--- src/rtl/tick_period_monitor.sv ---
// Measures the rising-edge-to-rising-edge period of a tick stream in clk cycles,
// flags periods that differ from the expected one, and saturates on lost ticks.
module tick_period_monitor #(
    parameter int CNT_SIZE      = 8,
    parameter int EXP_PERIOD    = 10,
    parameter int TICK_CNT_SIZE = 2
) (
    input  logic                     clk,
    input  logic                     reset,
    input  logic                     en,
    input  logic                     tick_in,
    output logic [CNT_SIZE-1:0]      period_out,
    output logic                     period_valid,
    output logic                     mismatch,
    output logic [TICK_CNT_SIZE-1:0] tick_count,
    output logic                     ovf
);

    typedef enum logic [1:0] {
        IDLE,
        MEASURE,
        SAT
    } state_t;

    localparam logic [CNT_SIZE-1:0] CNT_MAX = '1;
    localparam logic [CNT_SIZE-1:0] CNT_ONE = CNT_SIZE'(1);
    localparam logic [CNT_SIZE-1:0] EXP_VAL = CNT_SIZE'(EXP_PERIOD);

    state_t                     state;
    state_t                     state_nxt;
    logic                       tick_d;
    logic                       tick_edge;
    logic [CNT_SIZE-1:0]        cnt;
    logic [CNT_SIZE-1:0]        cnt_nxt;
    logic [CNT_SIZE-1:0]        cnt_inc;
    logic [CNT_SIZE-1:0]        period_nxt;
    logic                       valid_nxt;
    logic                       mismatch_nxt;
    logic [TICK_CNT_SIZE-1:0]   tick_count_nxt;
    logic                       ovf_nxt;

    // Level-to-edge conversion; a held-high tick yields only one edge.
    assign tick_edge = tick_in & ~tick_d & en;
    assign cnt_inc   = cnt + CNT_ONE;

    always_ff @(posedge clk) begin
        if (reset) begin
            state        <= IDLE;
            tick_d       <= 1'b0;
            cnt          <= '0;
            period_out   <= '0;
            period_valid <= 1'b0;
            mismatch     <= 1'b0;
            tick_count   <= '0;
            ovf          <= 1'b0;
        end else begin
            state        <= state_nxt;
            tick_d       <= tick_in;
            cnt          <= cnt_nxt;
            period_out   <= period_nxt;
            period_valid <= valid_nxt;
            mismatch     <= mismatch_nxt;
            tick_count   <= tick_count_nxt;
            ovf          <= ovf_nxt;
        end
    end

    // With en low everything keeps its value and the pulse outputs drop.
    always_comb begin
        state_nxt      = state;
        cnt_nxt        = cnt;
        period_nxt     = period_out;
        valid_nxt      = 1'b0;
        mismatch_nxt   = 1'b0;
        tick_count_nxt = tick_count;
        ovf_nxt        = ovf;
        if (en) begin
            case (state)
                IDLE: begin
                    cnt_nxt = '0;
                    if (tick_edge) begin
                        state_nxt = MEASURE;
                        cnt_nxt   = CNT_ONE;
                    end
                end
                MEASURE: begin
                    // An edge wins over reaching the saturation threshold.
                    if (tick_edge) begin
                        period_nxt     = cnt;
                        valid_nxt      = 1'b1;
                        mismatch_nxt   = (cnt != EXP_VAL);
                        tick_count_nxt = tick_count + TICK_CNT_SIZE'(1);
                        cnt_nxt        = CNT_ONE;
                    end else begin
                        cnt_nxt = cnt_inc;
                        if (cnt_inc == CNT_MAX) begin
                            state_nxt = SAT;
                            ovf_nxt   = 1'b1;
                        end
                    end
                end
                SAT: begin
                    cnt_nxt = CNT_MAX;
                    if (tick_edge) begin
                        state_nxt = MEASURE;
                        cnt_nxt   = CNT_ONE;
                    end
                end
                default: begin
                    state_nxt = IDLE;
                    cnt_nxt   = '0;
                end
            endcase
        end
    end

endmodule

--- config.mk ---
export PLATFORM = sky130hd
export DESIGN_NAME = tick_period_monitor
export DESIGN_NICKNAME = d
export VERILOG_FILES = /design/src/rtl/tick_period_monitor.sv
export SDC_FILE = /design/constraint.sdc
export NUM_CORES = 1
export LEC_CHECK = 0
export BUFFER_PORTS_ARGS = -buffer_cell sky130_fd_sc_hd__buf_4
export CAP_MARGIN = 20
export CORE_MARGIN = 10
export CORE_UTILIZATION = 45
export CTS_BUF_LIST = sky130_fd_sc_hd__clkbuf_2 sky130_fd_sc_hd__clkbuf_4 sky130_fd_sc_hd__clkbuf_8
export DETAILED_ROUTE_END_ITERATION = 10
export PLACE_DENSITY_LB_ADDON = 0.3
export SLEW_MARGIN = 30
export SYNTH_ARGS = -nofsm -noshare
export SYNTH_HDL_FRONTEND = slang
export SYNTH_SLANG_ARGS = --single-unit
--- constraint.sdc ---
create_clock -name clk -period 1.9 [get_ports clk]
set_clock_uncertainty 0.05 [all_clocks]
set_input_delay 0.38 -clock clk [delete_from_list [all_inputs] [get_ports clk]]
set_output_delay 0.38 -clock clk [all_outputs]
set_load 0.02 [all_outputs]
==> results.yml <==
run_status:
  status: "completed"
grt:
  grt_first_pass_wirelength_um: 4470
  grt_max_degree: 25
  antenna_found_initial: 0
  grt_overflow: 0
  grt_pass1_vias: 968
  grt_usage_pct: 10.7
detailed_routing:
  finalWirelength_um: 2580
  antenna_left: 0
  firstDrtPassIters: 4
  top_layer: "met4"
  num_vias: 1041
  dr_wl_met3_um: 152
  wl_per_cell_um: 14.3
  drt-met1-wl_um: 1140
  drt_iter0_drc: 65
  avgViaCountPerCell: 5.78
  drc_errors: 0
  dr_wl_met2_um: 1220
sta:
  max_freq_mhz: 553
  setup_viol: 0
  fin_tns_setup_ps: 0
  post-route-period-util_pct: 95.2
  slew_viol_final: 0
  rsz0062_at_grt: "no"
  period_minus_slack_ps: 1810
  relSlewSlack_pct: 67.4
  layout_setup_ws_ps: 92.0
  hold_viol: 0
  worst_pin_slew_ps: 488
clock_tree:
  root_buffer: "clkbuf_4"
  path_clk_slew_ps: 140
  clk_latency_ps: 320
  cts.sinks: 24
  htreeDepth: 1
  cts_inserted_buffers: 3
  hold_buffers: 0
  cts_buffer_depth: 2
  cts_tree: "built"
critical_path:
  critical_path.startpoint: "cnt[1]"
  crit_fanout: 5
  crit_required_ps: 2050
  worstSetupEndpointType: "flop"
  arrival_ps: 1960
  path_class: "reg2reg"
  slowest_delay_ps: 490
  worstSetupStartpointType: "flop"
  crit_chain: "ha_2, nand3_2, or3_1, a2111oi_1, nor4_1"
  r2r-start: "cnt[1]"
  cp_slowest_cell: "a2111oi_1"
synth:
  synth_edf_count: 0
  yosysUniqueCellTypes: 39
  syn_area_um2: 1110
  synth_area_leaders: "dfxtp_1 (43%), nand2_1 (7.4%), a21oi_1 (6.8%)"
  avgSynthCellArea_um2: 8.29
  yosys_warnings: 0
  synth-main-ff-cell: "dfxtp_1"
  ys_seq_elements: 24
  syn_inst: 134
  synth_largest_area_cell: "dfxtp_1"
  synth_top_area_share_pct: 43.2
  async_reset_ff_share_pct: 0
  yosysSeqAreaShare_pct: 43.2
  syn-num-nets: 140
layout:
  regArea_um2: 480
  diodes: 0
  multi_input_area_um2: 588
  drive_above_1_share_pct: 20.4
  area_growth_pct: 18.9
  fin_nets: 159
  nFillCells: 196
  final_area_um2: 1320
  final_util_pct: 58.1
floorplan:
  start_util_pct: 48.8
  design.portCount: 17
  core_area_um2: 2280
  dieArea_um2: 4860
  die_w_um: 69.7
  rows: 17
  die_h_um: 69.7
placed_design:
  portBuffers: 16
  globalplace.congestion: 0.876
  dp_hpwl_um: 1850
  placed_cell_area_um2: 1260
  dp_slack_ps: 147
job:
  cap_violations: 0
pwr:
  p_per_area_nw_per_um2: 715
  irDropWorstVdd_mv: 0.459
  p_leak_nw: 0.475
  power_uw: 945
hold_path:
  holdCritStartpoint: "tick_in"
  hp-class: "in2reg"
[repair_timing]
item / CTS / global route
buffers inserted: 0 / 0
resized for setup: 0 / 2
hold endpoints to repair: 0 / 0
endpoints found under the setup margin: 0 / 3
[worst max-delay path, delay by kind of cell, from the launching register on]
family	cells	cell delay, ps
adder cells (fa/ha/maj)	1	230
flip-flops	1	370
AO/OA/AOI/OAI	1	490
AND/OR/NAND/NOR	3	540
[through the flow]
| stage | hold WS (ps) | cells |
|---|---|---|
| 6_report | 239 | 180 |
| 5_1_grt | 236 | 180 |
| 4_1_cts | 229 | 180 |
| 3_5_place_dp | 394 | 176 |
| 3_3_place_gp | 386 | 176 |
| 2_1_floorplan | 399 | 134 |
[final timing paths]
check / endpoint / slack, ps / cells past startpoint
worst min register to register: ovf / 410 / 2
worst min-delay path: tick_d / 240 / 2
worst max register to register: state[0] / 90 / 5
worst max-delay path: state[0] / 90 / 5
[report_power, final]
group | switching (mW) | total [mW] | internal, mW | leakage [nW]
registers | 0.00401 | 0.513 | 0.509 | 0.194
clock network | 0.158 | 0.371 | 0.213 | 0.0279
logic | 0.0382 | 0.0613 | 0.0231 | 0.254
[final cells by class]
| type | instances | share of cell area [%] |
|---|---|---|
| inverters | 4 | 1.14 |
| repair buffers | 20 | 11.4 |
| flip-flops and latches | 24 | 36.4 |
| clock buffers | 3 | 1.70 |
| well taps | 28 | 2.65 |
| clock inverters | 1 | 2.27 |
| multi-input cells | 100 | 44.5 |
[routing by layer]
metal  track usage (%)  vias up
met5                 0        -
met4              3.91        0
met3              2.43        7
met2              17.8       30
met1              12.9      486
li1                  -      518
[state kept, by name (all words and copies together), names as in the netlist]
name	flops
state	2
tick_count	2
period_out	8
period_valid	1
cnt	8
ovf	1
tick_d	1
mismatch	1
[cell usage in the layout (no fill, tap or decap), drive strengths merged]
cell / count
ha: 2
a211o: 1
nor4b: 1
inv: 3
or3: 3
clkinv: 1
a2111oi: 1
o21ai: 6
a31oi: 6
and3b: 1
and3: 1
nand3b: 2
nor4: 2
nor2: 9
o31ai: 1
and4: 2
xor2: 2
buf: 20
bufinv: 1
xnor2: 2
a311oi: 2
a211oi: 2
a2111o: 1
nand3: 7
nor3: 1
nand4b: 1
and2: 1
nand2: 23
a21oi: 15
a2bb2oi: 1
or2b: 1
nor2b: 2
clkbuf: 3
dfxtp: 24
or4: 1
[kinds of logic after synthesis]
family | after synthesis | share of synthesized area, %
simple gates | 58 | 27.4
buf+inv | 10 | 4.17
flops | 24 | 43.2
compound gates | 36 | 19.8
fa+ha+maj | 2 | 2.25
xor+xnor | 4 | 3.15
[cells in the mapped netlist, types with 2 or more instances]
library cell  count
a21oi_1          15
ha_1              2
nor4_1            2
a311oi_1          2
buf_2             4
nand3_1           6
o21ai_0           6
a31oi_1           6
nand3b_1          2
dfxtp_1          24
xnor2_1           2
or3_1             3
nor2_1            8
inv_1             3
nor2b_1           2
nand2_1          22
a211oi_1          2
xor2_1            2
Note: power is estimated with default switching activity, not from simulation.
